[src/rtl/dmem_access_ctrl.sv]
// Data-memory access sequencer for the RV32I MEM stage: valid/ready bus request,
// response wait with timeout, store lane formatting and load extension.
module dmem_access_ctrl #(
  parameter int TIMEOUT_CYC = 256
) (
  input  logic        clk,
  input  logic        rst,
  input  logic        MemRead,
  input  logic        MemWrite,
  input  logic [2:0]  funct3,
  input  logic [31:0] addr,
  input  logic [31:0] wdata,
  output logic        req_valid,
  input  logic        req_ready,
  output logic        req_write,
  output logic [31:0] req_addr,
  output logic [3:0]  req_wstrb,
  output logic [31:0] req_wdata,
  input  logic        rsp_valid,
  input  logic [31:0] rsp_rdata,
  output logic        stall,
  output logic [31:0] load_data,
  output logic        done,
  output logic        misalign,
  output logic        bus_err
);

  localparam int CNT_W = (TIMEOUT_CYC > 2) ? $clog2(TIMEOUT_CYC) : 1;

  typedef enum logic [1:0] {IDLE, REQ, WAIT_RSP, DONE} state_t;

  state_t           state, state_n;
  logic [CNT_W-1:0] cnt;
  logic [2:0]       cap_f3;
  logic [1:0]       cap_lo;
  logic             access, is_byte, is_half, mis_addr, timeout, enter_done;

  // funct3[1:0]: 00 byte, 01 half, anything else (incl. undefined codes) word
  function automatic logic [3:0] store_strb(input logic [2:0] f3, input logic [1:0] lo);
    case (f3[1:0])
      2'b00:   store_strb = 4'b0001 << lo;
      2'b01:   store_strb = 4'b0011 << lo;
      default: store_strb = 4'hF;
    endcase
  endfunction

  function automatic logic [31:0] store_data(input logic [2:0] f3, input logic [31:0] d);
    case (f3[1:0])
      2'b00:   store_data = {4{d[7:0]}};
      2'b01:   store_data = {2{d[15:0]}};
      default: store_data = d;
    endcase
  endfunction

  function automatic logic [31:0] extend_load(input logic [2:0] f3, input logic [1:0] lo,
                                              input logic [31:0] raw);
    logic signed [7:0]  b;
    logic signed [15:0] h;
    logic signed [31:0] bs, hs;
    b  = raw[8*lo +: 8];
    h  = raw[16*lo[1] +: 16];
    bs = b;
    hs = h;
    case (f3[1:0])
      2'b00:   extend_load = f3[2] ? {24'h0, b} : bs;
      2'b01:   extend_load = f3[2] ? {16'h0, h} : hs;
      default: extend_load = raw;
    endcase
  endfunction

  assign access   = MemRead | MemWrite;
  assign is_byte  = (funct3[1:0] == 2'b00);
  assign is_half  = (funct3[1:0] == 2'b01);
  assign mis_addr = is_half ? addr[0] : (!is_byte && (addr[1:0] != 2'b00));
  assign timeout  = ((state == REQ) || (state == WAIT_RSP)) &&
                    (cnt == CNT_W'(TIMEOUT_CYC - 1));

  always_comb begin
    state_n = state;
    stall   = 1'b0;
    case (state)
      IDLE: begin
        if (access && !mis_addr) begin
          stall   = 1'b1;
          state_n = REQ;
        end
      end
      REQ: begin
        stall = 1'b1;
        if (timeout)        state_n = DONE;
        else if (req_ready) state_n = WAIT_RSP;
      end
      WAIT_RSP: begin
        stall = 1'b1;
        if (timeout || rsp_valid) state_n = DONE;
      end
      default: state_n = IDLE;
    endcase
  end

  assign req_valid  = (state == REQ);
  assign done       = (state == DONE);
  assign enter_done = (state_n == DONE) && (state != DONE);

  always_ff @(posedge clk or posedge rst) begin
    if (rst) begin
      state     <= IDLE;
      cnt       <= '0;
      cap_f3    <= '0;
      cap_lo    <= '0;
      req_write <= 1'b0;
      req_addr  <= '0;
      req_wstrb <= '0;
      req_wdata <= '0;
      load_data <= '0;
      misalign  <= 1'b0;
      bus_err   <= 1'b0;
    end else begin
      state    <= state_n;
      misalign <= (state == IDLE) && access && mis_addr;
      bus_err  <= enter_done && timeout;

      if (state == IDLE && state_n == REQ) begin
        cnt       <= '0;
        cap_f3    <= funct3;
        cap_lo    <= addr[1:0];
        // simultaneous MemRead and MemWrite resolves to a load
        req_write <= !MemRead;
        req_addr  <= {addr[31:2], 2'b00};
        req_wstrb <= MemRead ? 4'h0 : store_strb(funct3, addr[1:0]);
        req_wdata <= MemRead ? 32'h0 : store_data(funct3, wdata);
      end else if (state == REQ || state == WAIT_RSP) begin
        cnt <= cnt + 1'b1;
      end

      if (enter_done) begin
        load_data <= (timeout || req_write) ? 32'h0 : extend_load(cap_f3, cap_lo, rsp_rdata);
      end
    end
  end

endmodule
[config.mk]
export PLATFORM = sky130hd
export DESIGN_NAME = dmem_access_ctrl
export DESIGN_NICKNAME = d
export VERILOG_FILES = /design/src/rtl/dmem_access_ctrl.sv
export SDC_FILE = /design/constraint.sdc
export NUM_CORES = 1
export LEC_CHECK = 0
export ABC_AREA = 1
export BUFFER_PORTS_ARGS = -buffer_cell sky130_fd_sc_hd__buf_2
export CAP_MARGIN = 20
export CORE_ASPECT_RATIO = 1.25
export CORE_MARGIN = 2
export CORE_UTILIZATION = 51
export CTS_CLUSTER_DIAMETER = 40
export CTS_CLUSTER_SIZE = 25
export DETAILED_ROUTE_END_ITERATION = 16
export PLACE_DENSITY = 0.81
export RECOVER_POWER = 100
export SYNTH_ARGS = -nofsm -noshare
export SYNTH_HDL_FRONTEND = slang
export SYNTH_SLANG_ARGS = --single-unit
[constraint.sdc]
create_clock -name clk -period 3.9 [get_ports clk]
set_input_delay 0.39 -clock clk [delete_from_list [all_inputs] [get_ports clk]]
set_output_delay 0.39 -clock clk [all_outputs]
set_load 0.01 [all_outputs]
# Word level (Yosys, flattened, before mapping)
# Cells that the tools add are included.
[word_totals] ff_bits=116 input_bits=105 elab_cells=64 output_inout_bits=106
[op_classes] n_addsub=1 reduce_logical=20 mux=18 shift=4 bitwise=1 n_eq_ne=9
[op_table] op="32-bit two-way mux" n=4
[op_table] op="32-bit case mux with 2 select lines" n=2
[op_table] op="32-bit by 6-bit indexed part select with 16-bit output" n=1
[op_table] op="32-bit by 6-bit indexed part select with 8-bit output" n=1
[op_table] op="8-bit two-way mux" n=2
[op_table] op="8-bit by 1-bit adder with 8-bit output (second input constant)" n=1
[op_table] op="2-bit by 1-bit equality test with 1-bit output (second input constant)" n=4
[op_table] op="8-bit equality test (second input constant)" n=1
[op_table] op="1-bit logical AND" n=8
[op_table] op="2-bit two-way mux" n=4
[op_table] op="4-bit case mux with 2 select lines" n=1
[op_table] op="2-bit equality test (second input constant)" n=3
[op_table] op="2-bit zero test" n=3
[op_table] op="2-bit case mux with 3 select lines" n=1
[op_table] op="4-bit two-way mux" n=1
[op_table] op="2-bit nonzero test" n=2
[op_table] op="1-bit by 2-bit left shift with 4-bit output (first input constant)" n=1
[op_table] op="2-bit by 2-bit left shift with 4-bit output (first input constant)" n=1
[op_table] op="1-bit zero test" n=3
[op_table] op="1-bit logical OR" n=3
[op_table] op="1-bit two-way mux" n=2
[op_table] op="2-bit inequality test (second input constant)" n=1
[op_table] op="1-bit case mux with 2 select lines" n=1
[op_table] op="2-bit OR reduction" n=1
[op_table] op="1-bit OR" n=1

# Logic depth before layout (Yosys ltp)
[logic_depth] word_depth=11 depth_mapped=13 depth_no_buf=12

# Least setup slack after synthesis
# OpenSTA, ideal clock, no wires.
[synth_path] kind="reg-to-reg" from="register state[0]" to="register load_data[10]" arrival_ns=1.936 path_slack_ns=1.899 synth_period_minus_slack_ns=2.001 setup_ns=0.065 path_stages_with_launch=11 cell_sequence="dfrtp_1 inv_1 ha_1 nand2_1 nor2_1 a21oi_1 inv_1 buf_2 a31oi_1 nand2_1 nand2_1"
[synth_via] elab_chain_cells=8 elab_cells_between_ends=16 classes_between="eq/ne: 4; mux: 6; reduce/logical: 6"
[synth_lines] element="start, declared" line="32" source="state_t state, state_n;"
[synth_lines] element="start signal, assigned" line="119" source="state <= state_n;"
[synth_lines] element="2-bit by 1-bit equality test with 1-bit output / 2-bit equality test (equally long branches)" line="75, 81"
[synth_lines] element="1-bit logical OR" line="75" source="assign timeout = ((state == REQ) || (state == WAIT_RSP)) &&"
[synth_lines] element="1-bit logical AND" line="75"
[synth_lines] element="1-bit logical OR" line="95" source="if (timeout || rsp_valid) state_n = DONE;"
[synth_lines] element="2-bit two-way mux" line="95"
[synth_lines] element="2-bit case mux with 3 select lines" line="81" source="case (state)"
[synth_lines] element="2-bit equality test" line="103" source="assign enter_done = (state_n == DONE) && (state != DONE);"
[synth_lines] element="1-bit logical AND" line="103"
[synth_lines] element="end signal, assigned" line="137" source="load_data <= (timeout || req_write) ? 32'h0 : extend_load(cap_f3, cap_lo, rsp_rdata);"
[synth_lines] element="end, declared" line="22" source="output logic [31:0] load_data,"
# Several ways; a longest one is shown, not always the timed one.
# A chain may end at the register's enable or synchronous reset.

# Worst setup path in the final report
[layout_path] from="register state[1]" to="register req_addr[27]"
[layout_via] elab_chain_cells=8 elab_cells_between_ends=13 classes_between="eq/ne: 3; mux: 5; reduce/logical: 5"
[layout_lines] element="2-bit by 1-bit equality test with 1-bit output / 2-bit equality test (equally long branches)" line="75, 81"
[layout_lines] element="1-bit logical OR" line="75"
[layout_lines] element="1-bit logical AND" line="75"
[layout_lines] element="1-bit logical OR" line="95"
[layout_lines] element="2-bit two-way mux" line="95"
[layout_lines] element="2-bit case mux with 3 select lines" line="81"
[layout_lines] element="2-bit by 1-bit equality test with 1-bit output" line="123" source="if (state == IDLE && state_n == REQ) begin"
[layout_lines] element="1-bit logical AND (*)" line="123"
[layout_lines] element="end signal, assigned" line="129" source="req_addr <= {addr[31:2], 2'b00};"
[layout_lines] element="end, declared" line="16" source="output logic [31:0] req_addr,"
# Every way passes the cells marked *; elsewhere a longest branch is shown, timed or not.

==> metrics.txt <==
Sw Pwr=between 2 and 3 mW; Setup Viol. Count Final=0; post-CTS setup buffers=0; Leakage Power=between 4 and 5 nW; pre-CTS setup slack=around 1.0 ns; Total GRT Usage=0.271; Routed WL per cell=14.1 um; ys async rst share=1.00; initial antenna violation count=1; CP max FO=49; via count=around 6100; RePlAce Congestion=~0.9; Hold Crit Class=primary input to flip-flop; post-synthesis cell type count=31; die area=12900 um^2; internal power=about 3.6 mW; largest net degree at the start of global routing=117; vias in the first global route=about 5800; initial drt markers=330; Clock power frac=0.264; worst-margin pin slew=approximately 2.8 ns; CP Capture Type=flip-flop; Worst Setup Slack, final=0.682 ns; Startpoint Class=flip-flop; Sink Count=roughly 120; drt total wl=17.0 mm; die height=between 100 and 150 um; CTS tree=yes; Syn Std Cell Area=about 6000 um^2; Hold Buf Count CTS=0; ant diodes=0; Fmax=between 300 and 400 MHz; TritonCTS Buffers=17; sequential share of power=0.314; Die Wd=between 100 and 150 um; Crit-path slowest cell=nor2_8; status=finished, violations left; IO Count=roughly 210; combinational power share=0.421; max-slew violation count=~120; crit-path cells=inv_1 -> ha_1 -> nand3_1 -> nor2_1 -> nand3_1 -> nand3_1 -> nand2_1 -> nor2_8 -> buf_12 -> nand2_1 -> nand2_1; Final HPWL DP=about 12 mm; DR DRC count=0; grt ovf=0; Switching Share=0.434; Post-DRT Antenna Nets=0; Post-Syn Instances=~840; PD cells=roughly 840 nW/um^2; most common cell after layout, fill and taps aside=nand2_1; number of gates resized after CTS=0; Syn Area/Cell=~7.3 um^2; final hold viol count=0; clock root cell=clkbuf_16; crit path kind=flip-flop to flip-flop; Max VDD drop=around 0.56 mV; Main synth FF type=dfrtp_1; synthesized flop and latch total=116; failing checks=max-capacitance violations, max-slew violations; unrepaired setup endpoints after global routing=false; crit path DAT=around 3.6 ns; starting density of the core=0.525; Final Skew=about 0.008 ns; global-route wire length before repair=approximately 28 mm; Site Rows=between 40 and 50; relative slew slack=-0.873; delay-heaviest family, CP=simple AND/OR/NAND/NOR gates; Seq/Total Area, Yosys=0.473; Final Util=0.655; CP Buf/Inv Count=2; input/output buffers=about 210; Layout area overhead=24.7%; final period utilization=0.825; H-tree depth=4; core box area=between 10000 and 15000 um^2; synthesis warning total=0; Max Root-Sink Buffers=2; Detailed Routing Iterations Pass 1=6; vias per cell=around 5.1; most frequent cells in the layout=nand2_1, dfrtp_1, clkbuf_1; fin nets=about 1100; clock latency at the later pin of the worst-skew pair=a little over 0.4 ns; Max-Cap Viols=1; layout cells sized above 1=0.151; Clk pin slew, worst setup/hold paths=about 0.060 ns; Tmin final=3.22 ns; number of flops mapped to enable cells by yosys=0; Final TNS setup=0 ns; Max stage delay on crit path=approximately 0.63 ns; Req. time, crit path=between 4 and 5 ns
-- power groups by stage --
stage	Sequential, mW	Combinational (mW)	Clock (mW)
2_1_floorplan	2.13	1.91	0
3_3_place_gp	2.01	2.76	0
3_5_place_dp	2.02	2.82	0
4_1_cts	2.01	2.84	1.72
5_1_grt	2.09	3.09	1.78
6_report	2.02	2.71	1.70
-- worst reg2reg max path: stages (launching register included) --
cell and delay (ns):
dfrtp_1 0.44, inv_1 0.09, ha_1 0.39, nand3_1 0.12, nor2_1 0.22, nand3_1 0.10, nand3_1 0.09, nand2_1 0.59
nor2_8 0.64, buf_12 0.29, nand2_1 0.12, nand2_1 0.07
-- area by class of cell --
type | count | area [um^2]
clock inverter | 11 | 174
inverter | 56 | 211
tap | 161 | 201
multi-input combinational | 623 | 2710
clock buffer | 21 | 480
timing repair buffer | 214 | 965
fill | 1085 | 4030
sequential | 116 | 2900
-- metal layers --
metal / GRT usage / share of wire
met1: 0.363 / 0.41
met2: 0.424 / 0.48
met3: 0.0727 / 0.091
met4: 0.0965 / 0.021
met5: 0 / 0
-- cells by family (layout without fill, tap and decap cells) --
group | after synthesis | in the layout | share of synthesized area
simple gates | 483 | 483 | 0.315
compound gates | 126 | 126 | 0.107
flops | 116 | 116 | 0.473
buf+inv | 105 | 302 | 0.0839
fa+ha+maj | 6 | 6 | 0.0122
xor+xnor | 6 | 6 | 0.00857
other cells | 1 | 2 | 0.000612
-- registers in the layout, summed over array words and instances, names as in the netlist, 2 cells and up --
name / cells
cap_f3: 3
cap_lo: 2
cnt: 8
load_data: 32
req_addr: 30
req_wdata: 32
req_wstrb: 4
state: 2
-- worst paths after layout --
check                             start           end  slack (ns)  cells after the start
setup / recovery               state[1]  req_addr[27]        0.68                     11
hold / removal                 addr[11]  req_addr[11]        0.18                      3
setup reg to reg               state[1]  req_addr[27]        0.68                     11
hold reg to reg            load_data[4]  load_data[4]        0.47                      2
max in group asynchronous           rst        cnt[6]        1.23                      3
min in group asynchronous           rst  req_addr[24]        1.03                      3
-- metrics by stage --
step / hold slack [ns] / total power [mW] / cells / area (um^2)
3_3_place_gp: 0.456 / 4.77 / 1170 / 7150
2_1_floorplan: 0.468 / 4.03 / 844 / 6130
4_1_cts: 0.168 / 6.57 / 1202 / 7800
6_report: 0.182 / 6.43 / 1202 / 7640
5_1_grt: 0.174 / 6.96 / 1202 / 7640
3_5_place_dp: 0.461 / 4.84 / 1170 / 7150
-- synthesized netlist by cell type, types with 2 or more instances --
cell type	instances	share of area
a21oi_1	15	0.012
a31oi_1	8	0.0082
buf_2	3	0.0024
buf_4	5	0.0061
buf_6	13	0.024
clkbuf_1	27	0.017
dfrtp_1	116	0.47
ha_1	6	0.012
inv_1	54	0.033
inv_2	2	0.0012
nand2_1	365	0.22
nand2_2	2	0.0020
nand3_1	15	0.012
nand3_2	3	0.0049
nand4_1	2	0.0020
nor2_1	72	0.044
nor2_4	2	0.0037
nor3_1	12	0.0098
nor4_1	2	0.0020
o21ai_0	95	0.078
o22ai_1	5	0.0051
or2_2	6	0.0061
xnor2_1	2	0.0029
xor2_1	4	0.0057
Note: power is estimated with default switching activity, not from simulation.
